### config.mk
export PLATFORM = sky130hd
export DESIGN_NAME = core_pipe_ctrl
export DESIGN_NICKNAME = d
export VERILOG_FILES = /design/src/rtl/core_pipe_ctrl.sv
export SDC_FILE = /design/constraint.sdc
export NUM_CORES = 1
export LEC_CHECK = 0
export ABC_AREA = 1
export BUFFER_PORTS_ARGS = -buffer_cell sky130_fd_sc_hd__buf_4
export CAP_MARGIN = 20
export CORE_MARGIN = 3
export CORE_UTILIZATION = 42
export CTS_CLUSTER_DIAMETER = 120
export DETAILED_ROUTE_END_ITERATION = 6
export HOLD_SLACK_MARGIN = 0.08
export PLACE_DENSITY_LB_ADDON = 0.2
export SYNTH_ARGS = -nofsm -noshare
export SYNTH_HDL_FRONTEND = slang
export SYNTH_SLANG_ARGS = --single-unit
### constraint.sdc
create_clock -name clk -period 2.21 [get_ports clk]
set_input_delay 0.221 -clock clk [delete_from_list [all_inputs] [get_ports clk]]
set_output_delay 0.221 -clock clk [all_outputs]
set_load 0.01 [all_outputs]
### src/rtl/core_pipe_ctrl.sv
// core_pipe_ctrl: hold/flush/redirect sequencer for the IF->ID->EX pipeline with halt handshake
//   in : clk, rst (async, active-low), id_rs1_addr, id_rs2_addr, ex_load, ex_reg_we, ex_rd,
//        ex_jump, ex_jump_addr, ex_busy, halt_req
//   out: halt_ack, hold_pc, pc_load, pc_load_addr, hold_if_id, flush_if_id,
//        hold_id_ex, flush_id_ex, state_out
module core_pipe_ctrl #(
  parameter int ADDR_WIDTH   = 32,
  parameter int REG_ADDR_W   = 5,
  parameter int FLUSH_CYCLES = 2,
  parameter int LOAD_STALL   = 1,
  parameter int DRAIN_CYCLES = 2
) (
  input  logic                  clk,
  input  logic                  rst,
  input  logic [REG_ADDR_W-1:0] id_rs1_addr,
  input  logic [REG_ADDR_W-1:0] id_rs2_addr,
  input  logic                  ex_load,
  input  logic                  ex_reg_we,
  input  logic [REG_ADDR_W-1:0] ex_rd,
  input  logic                  ex_jump,
  input  logic [ADDR_WIDTH-1:0] ex_jump_addr,
  input  logic                  ex_busy,
  input  logic                  halt_req,
  output logic                  halt_ack,
  output logic                  hold_pc,
  output logic                  pc_load,
  output logic [ADDR_WIDTH-1:0] pc_load_addr,
  output logic                  hold_if_id,
  output logic                  flush_if_id,
  output logic                  hold_id_ex,
  output logic                  flush_id_ex,
  output logic [2:0]            state_out
);
  typedef enum logic [2:0] {
    S_RUN     = 3'd0,
    S_STALL   = 3'd1,
    S_FLUSH   = 3'd2,
    S_WAIT_EX = 3'd3,
    S_DRAIN   = 3'd4,
    S_HALTED  = 3'd5
  } state_t;
  state_t     state_q, state_d;
  logic [3:0] cnt_q, cnt_d;
  logic       lu_hz, run_eval, last;
  assign lu_hz = ex_load & ex_reg_we & (ex_rd != '0) &
                 ((ex_rd == id_rs1_addr) | (ex_rd == id_rs2_addr));
  // Full RUN priority evaluation applies in RUN and in the cycle WAIT_EX sees busy drop;
  // STALL and FLUSH only borrow its jump branch.
  assign run_eval = (state_q == S_RUN) | (state_q == S_WAIT_EX & ~ex_busy) |
                    ((state_q == S_STALL | state_q == S_FLUSH) & ex_jump);
  assign last = cnt_q <= 4'd1;
  assign state_out = state_q;
  always_ff @(posedge clk or negedge rst)
    if (!rst) begin
      state_q <= S_RUN;
      cnt_q   <= '0;
    end else begin
      state_q <= state_d;
      cnt_q   <= cnt_d;
    end
  always_comb begin
    state_d      = state_q;
    cnt_d        = cnt_q;
    halt_ack     = 1'b0;
    hold_pc      = 1'b0;
    pc_load      = 1'b0;
    pc_load_addr = '0;
    hold_if_id   = 1'b0;
    flush_if_id  = 1'b0;
    hold_id_ex   = 1'b0;
    flush_id_ex  = 1'b0;
    if (run_eval) begin
      if (ex_jump) begin
        pc_load      = 1'b1;
        pc_load_addr = ex_jump_addr;
        flush_if_id  = 1'b1;
        flush_id_ex  = 1'b1;
        state_d      = FLUSH_CYCLES > 1 ? S_FLUSH : S_RUN;
        cnt_d        = FLUSH_CYCLES > 1 ? 4'(FLUSH_CYCLES - 1) : cnt_q;
      end else if (ex_busy) begin
        hold_pc    = 1'b1;
        hold_if_id = 1'b1;
        hold_id_ex = 1'b1;
        state_d    = S_WAIT_EX;
      end else if (lu_hz) begin
        hold_pc     = 1'b1;
        hold_if_id  = 1'b1;
        flush_id_ex = 1'b1;
        state_d     = LOAD_STALL > 1 ? S_STALL : S_RUN;
        cnt_d       = LOAD_STALL > 1 ? 4'(LOAD_STALL - 1) : cnt_q;
      end else if (halt_req) begin
        hold_pc     = 1'b1;
        flush_if_id = 1'b1;
        state_d     = S_DRAIN;
        cnt_d       = 4'(DRAIN_CYCLES);
      end else begin
        state_d = S_RUN;
      end
    end else begin
      case (state_q)
        S_STALL: begin
          hold_pc     = 1'b1;
          hold_if_id  = 1'b1;
          flush_id_ex = 1'b1;
          state_d     = last ? S_RUN : S_STALL;
          cnt_d       = last ? cnt_q : cnt_q - 4'd1;
        end
        S_FLUSH: begin
          flush_if_id = 1'b1;
          state_d     = last ? S_RUN : S_FLUSH;
          cnt_d       = last ? cnt_q : cnt_q - 4'd1;
        end
        S_WAIT_EX: begin
          hold_pc    = 1'b1;
          hold_if_id = 1'b1;
          hold_id_ex = 1'b1;
        end
        S_DRAIN: begin
          hold_pc      = 1'b1;
          flush_if_id  = 1'b1;
          hold_id_ex   = ex_busy;
          pc_load      = ex_jump;
          pc_load_addr = ex_jump ? ex_jump_addr : '0;
          flush_id_ex  = ex_jump;
          // a busy EX freezes the drain count until the op retires
          state_d      = (~ex_busy & last) ? S_HALTED : S_DRAIN;
          cnt_d        = (ex_busy | last) ? cnt_q : cnt_q - 4'd1;
        end
        S_HALTED: begin
          halt_ack    = 1'b1;
          hold_pc     = 1'b1;
          flush_if_id = 1'b1;
          state_d     = halt_req ? S_HALTED : S_RUN;
        end
        default: state_d = S_RUN;
      endcase
    end
    // outputs must read 0 the instant reset asserts, regardless of inputs
    if (!rst) begin
      halt_ack     = 1'b0;
      hold_pc      = 1'b0;
      pc_load      = 1'b0;
      pc_load_addr = '0;
      hold_if_id   = 1'b0;
      flush_if_id  = 1'b0;
      hold_id_ex   = 1'b0;
      flush_id_ex  = 1'b0;
    end
  end
endmodule

==> out/metrics.yaml <==
timing:
  worst_pin_slew_ns: 0.2613
  min_period_ns: 2.063
  finalSetupViolCount: 0
  max_freq_ghz: 0.4848
  drv_slew: 0
  relSlewSlack_pct: 82.51
  skew_ns: 0.001438
  finalHoldViolCount: 0
  worst_slack_ns: 0.1474
  fin_crit_sh_pct: 93.33
finish:
  syn_to_final_growth_pct: 69.34
  fin_nets: 369
  fillers: 217
  drive_above_1_share_pct: 37.82
  n_antenna_cell: 0
detailed_routing:
  vias: 1560
  drc: 0
  drt-total-wl_mm: 3.631
  ant_nets: 0
  wl_per_cell_um: 10.62
  drtIter0Drc: 59
  viasPerCell: 4.561
  first_pass_iters: 4
clocking:
  cts_root_buf: "clkbuf_4"
  clock_path_buffers: 2
  clk_latency_ns: 0.25
  cts_setup_buffers: 0
  cts_tree: "built"
  clk_pin_slew_ns: 0.05
  cts_buffers: 3
  cts-htree-levels: 1
  clock_sinks: 7
worst_hold_path:
  hp-class: "in -> reg"
placed_design:
  numPortBuffers: 95
  post-dp-hpwl_mm: 3.070
  gp_congestion: 0.9106
  dp_slack_ns: 0.3550
global_routing:
  grt_max_degree: 34
  busiest_layer: "met2"
  grt_overflow: 0
  use_met2_pct: 40.48
  use_met3_pct: 6.236
  grt_pass1_wl_mm: 5.940
  antenna_found_initial: 0
  grt_pass1_vias: 1390
  use_met1_pct: 25.00
  grt_use_total_pct: 22.03
floorplan:
  initial_core_util_pct: 45.14
  fp.dieW_um: 58.07
  core-area_sq_mm: 0.002522
  ioPinCount: 96
  rows: 18
  dieArea_sq_mm: 0.003372
  die_h_um: 58.07
yosys:
  synth_nets: 270
  yosysWarnings: 0
  yosys-top-cells-area: "inv_1 (19%), nor2_1 (15%), dfrtp_1 (15%)"
  synth_top_area_share_pct: 19.45
  synth_commonest_cells: "inv_1 (59), nor2_1 (47), nand2_1 (44), nand3_1 (15), dfrtp_1 (7)"
  synth_top_area_cell: "inv_1"
  netlist_area_sq_mm: 0.001139
  ys_seq_area_share_pct: 15.38
  synth.most_common_cell: "inv_1"
  synthArstFlopShare_pct: 100.0
  ys_seq_elements: 7
  synth-main-ff-cell: "dfrtp_1"
  synth_cells: 214
  avgSynthCellArea_sq_um: 5.321
  yosysUniqueCellTypes: 25
  synth_edf_count: 0
run:
  max_cap_violations: 0
worst_setup_path:
  crit_required_ns: 1.99
  critPathCaptureType: "output pin"
  crit_fanout: 9
  startpoint_type: "flip-flop"
  cp.arrival_ns: 1.84
  worstSetupPathType: "reg -> out"
pwr:
  report.power.total_uw: 1538
  peakVddDrop_mv: 0.8737
  p_leak_uw: 0.001289
  power-per-cell-area_mw_per_mm2: 797.9
outcome:
  status: "finished clean"
[flip-flops by register name, indices dropped and copies added (netlist names)]
name       count
cnt_q          4
state_out      3
[critical path, stage by stage, from the launching register on]
cell and delay, ns:
dfrtp_2 0.44, inv_1 0.13, nand3_2 0.12, nand2_1 0.10, nand2_2 0.07, nand2_4 0.15, nand3_2 0.12, inv_1 0.10
a21oi_1 0.06, a21oi_1 0.16, buf_4 0.14
[layout by cell type (no fill, tap or decap), types with 2 or more instances in the layout]
cell,Yosys,layout
nor3_1,2,2
a21oi_1,5,4
inv_1,59,59
xnor2_1,3,3
dfrtp_1,7,5
ha_1,2,2
nand3_1,15,13
nand2_2,2,2
o211ai_1,3,3
nor2_1,47,47
nor2_2,2,2
buf_4,0,95
dfrtp_2,0,2
inv_2,2,2
nand2_1,44,44
clkbuf_4,0,3
o21ai_0,4,4
nand3_2,1,3
nand2_4,3,3
nand4_1,3,3
[power by group]
group | total, uW | internal [uW] | switching (uW)
Sequential | 249 | 186 | 62.4
Combinational | 1180 | 515 | 663
Clock | 112 | 68.6 | 43.1
[layout make-up]
cell class              count  area, sq um  share of cell area (%)
clock buffers               4        26.28                   1.363
inverters                  62        235.2                   12.20
multi-input cells         142        708.2                   36.73
flip-flops and latches      7        177.7                   9.215
well taps                  30        37.54                   1.947
repair buffers             97        743.2                   38.55
[per-layer routing]
metal | up-vias | share of wire [%]
met5 | - | 0
met4 | 0 | 2.3
met3 | 10 | 11
met2 | 68 | 50
met1 | 660 | 37
li1 | 822 | -
[metrics by stage]
| stage | hold WS, ns | utilization, % | setup TNS [ns] | std cells | instance area, sq um |
|---|---|---|---|---|---|
| detailed placement | 0.06581 | 74.36 | 0 | 337 | 1876 |
| CTS | 0.3433 | 75.79 | 0 | 342 | 1912 |
| finish | 0.3498 | 76.44 | 0 | 342 | 1928 |
| global placement | 0.06293 | 74.36 | 0 | 337 | 1876 |
| floorplan | -0.07459 | - | 0 | 214 | 1139 |
| global route | 0.3625 | 76.44 | -0.003121 | 342 | 1928 |
[path summary, 6_finish.rpt]
check	from	endpoint	slack, ns	cells after the start
setup / recovery	state_out[2]$_DFFE_PN0P_	hold_id_ex	0.15	10
setup reg to reg	state_out[2]$_DFFE_PN0P_	cnt_q[0]$_DFFE_PN0P_	0.60	12
min in group asynchronous	rst	cnt_q[1]$_DFFE_PN0P_	0.36	2
hold reg to reg	cnt_q[1]$_DFFE_PN0P_	cnt_q[1]$_DFFE_PN0P_	0.50	2
hold / removal	halt_req	state_out[2]$_DFFE_PN0P_	0.35	3
max in group asynchronous	rst	state_out[0]$_DFFE_PN0P_	1.68	2
[logic make-up after synthesis]
family	after synthesis	synth area share, %
buffers and inverters	65	23.63
AND/OR/NAND/NOR	121	46.37
XOR/XNOR	4	3.077
flip-flops	7	15.38
adder cells (fa/ha/maj)	2	2.197
AO/OA/AOI/OAI	15	9.340
[repair_timing]
action,in CTS,in global routing
endpoints found under the hold margin,7,0
setup endpoints to repair,0,37
hold buffers,1,0
resized for setup,0,5
Power figures use the tool's default switching activity.
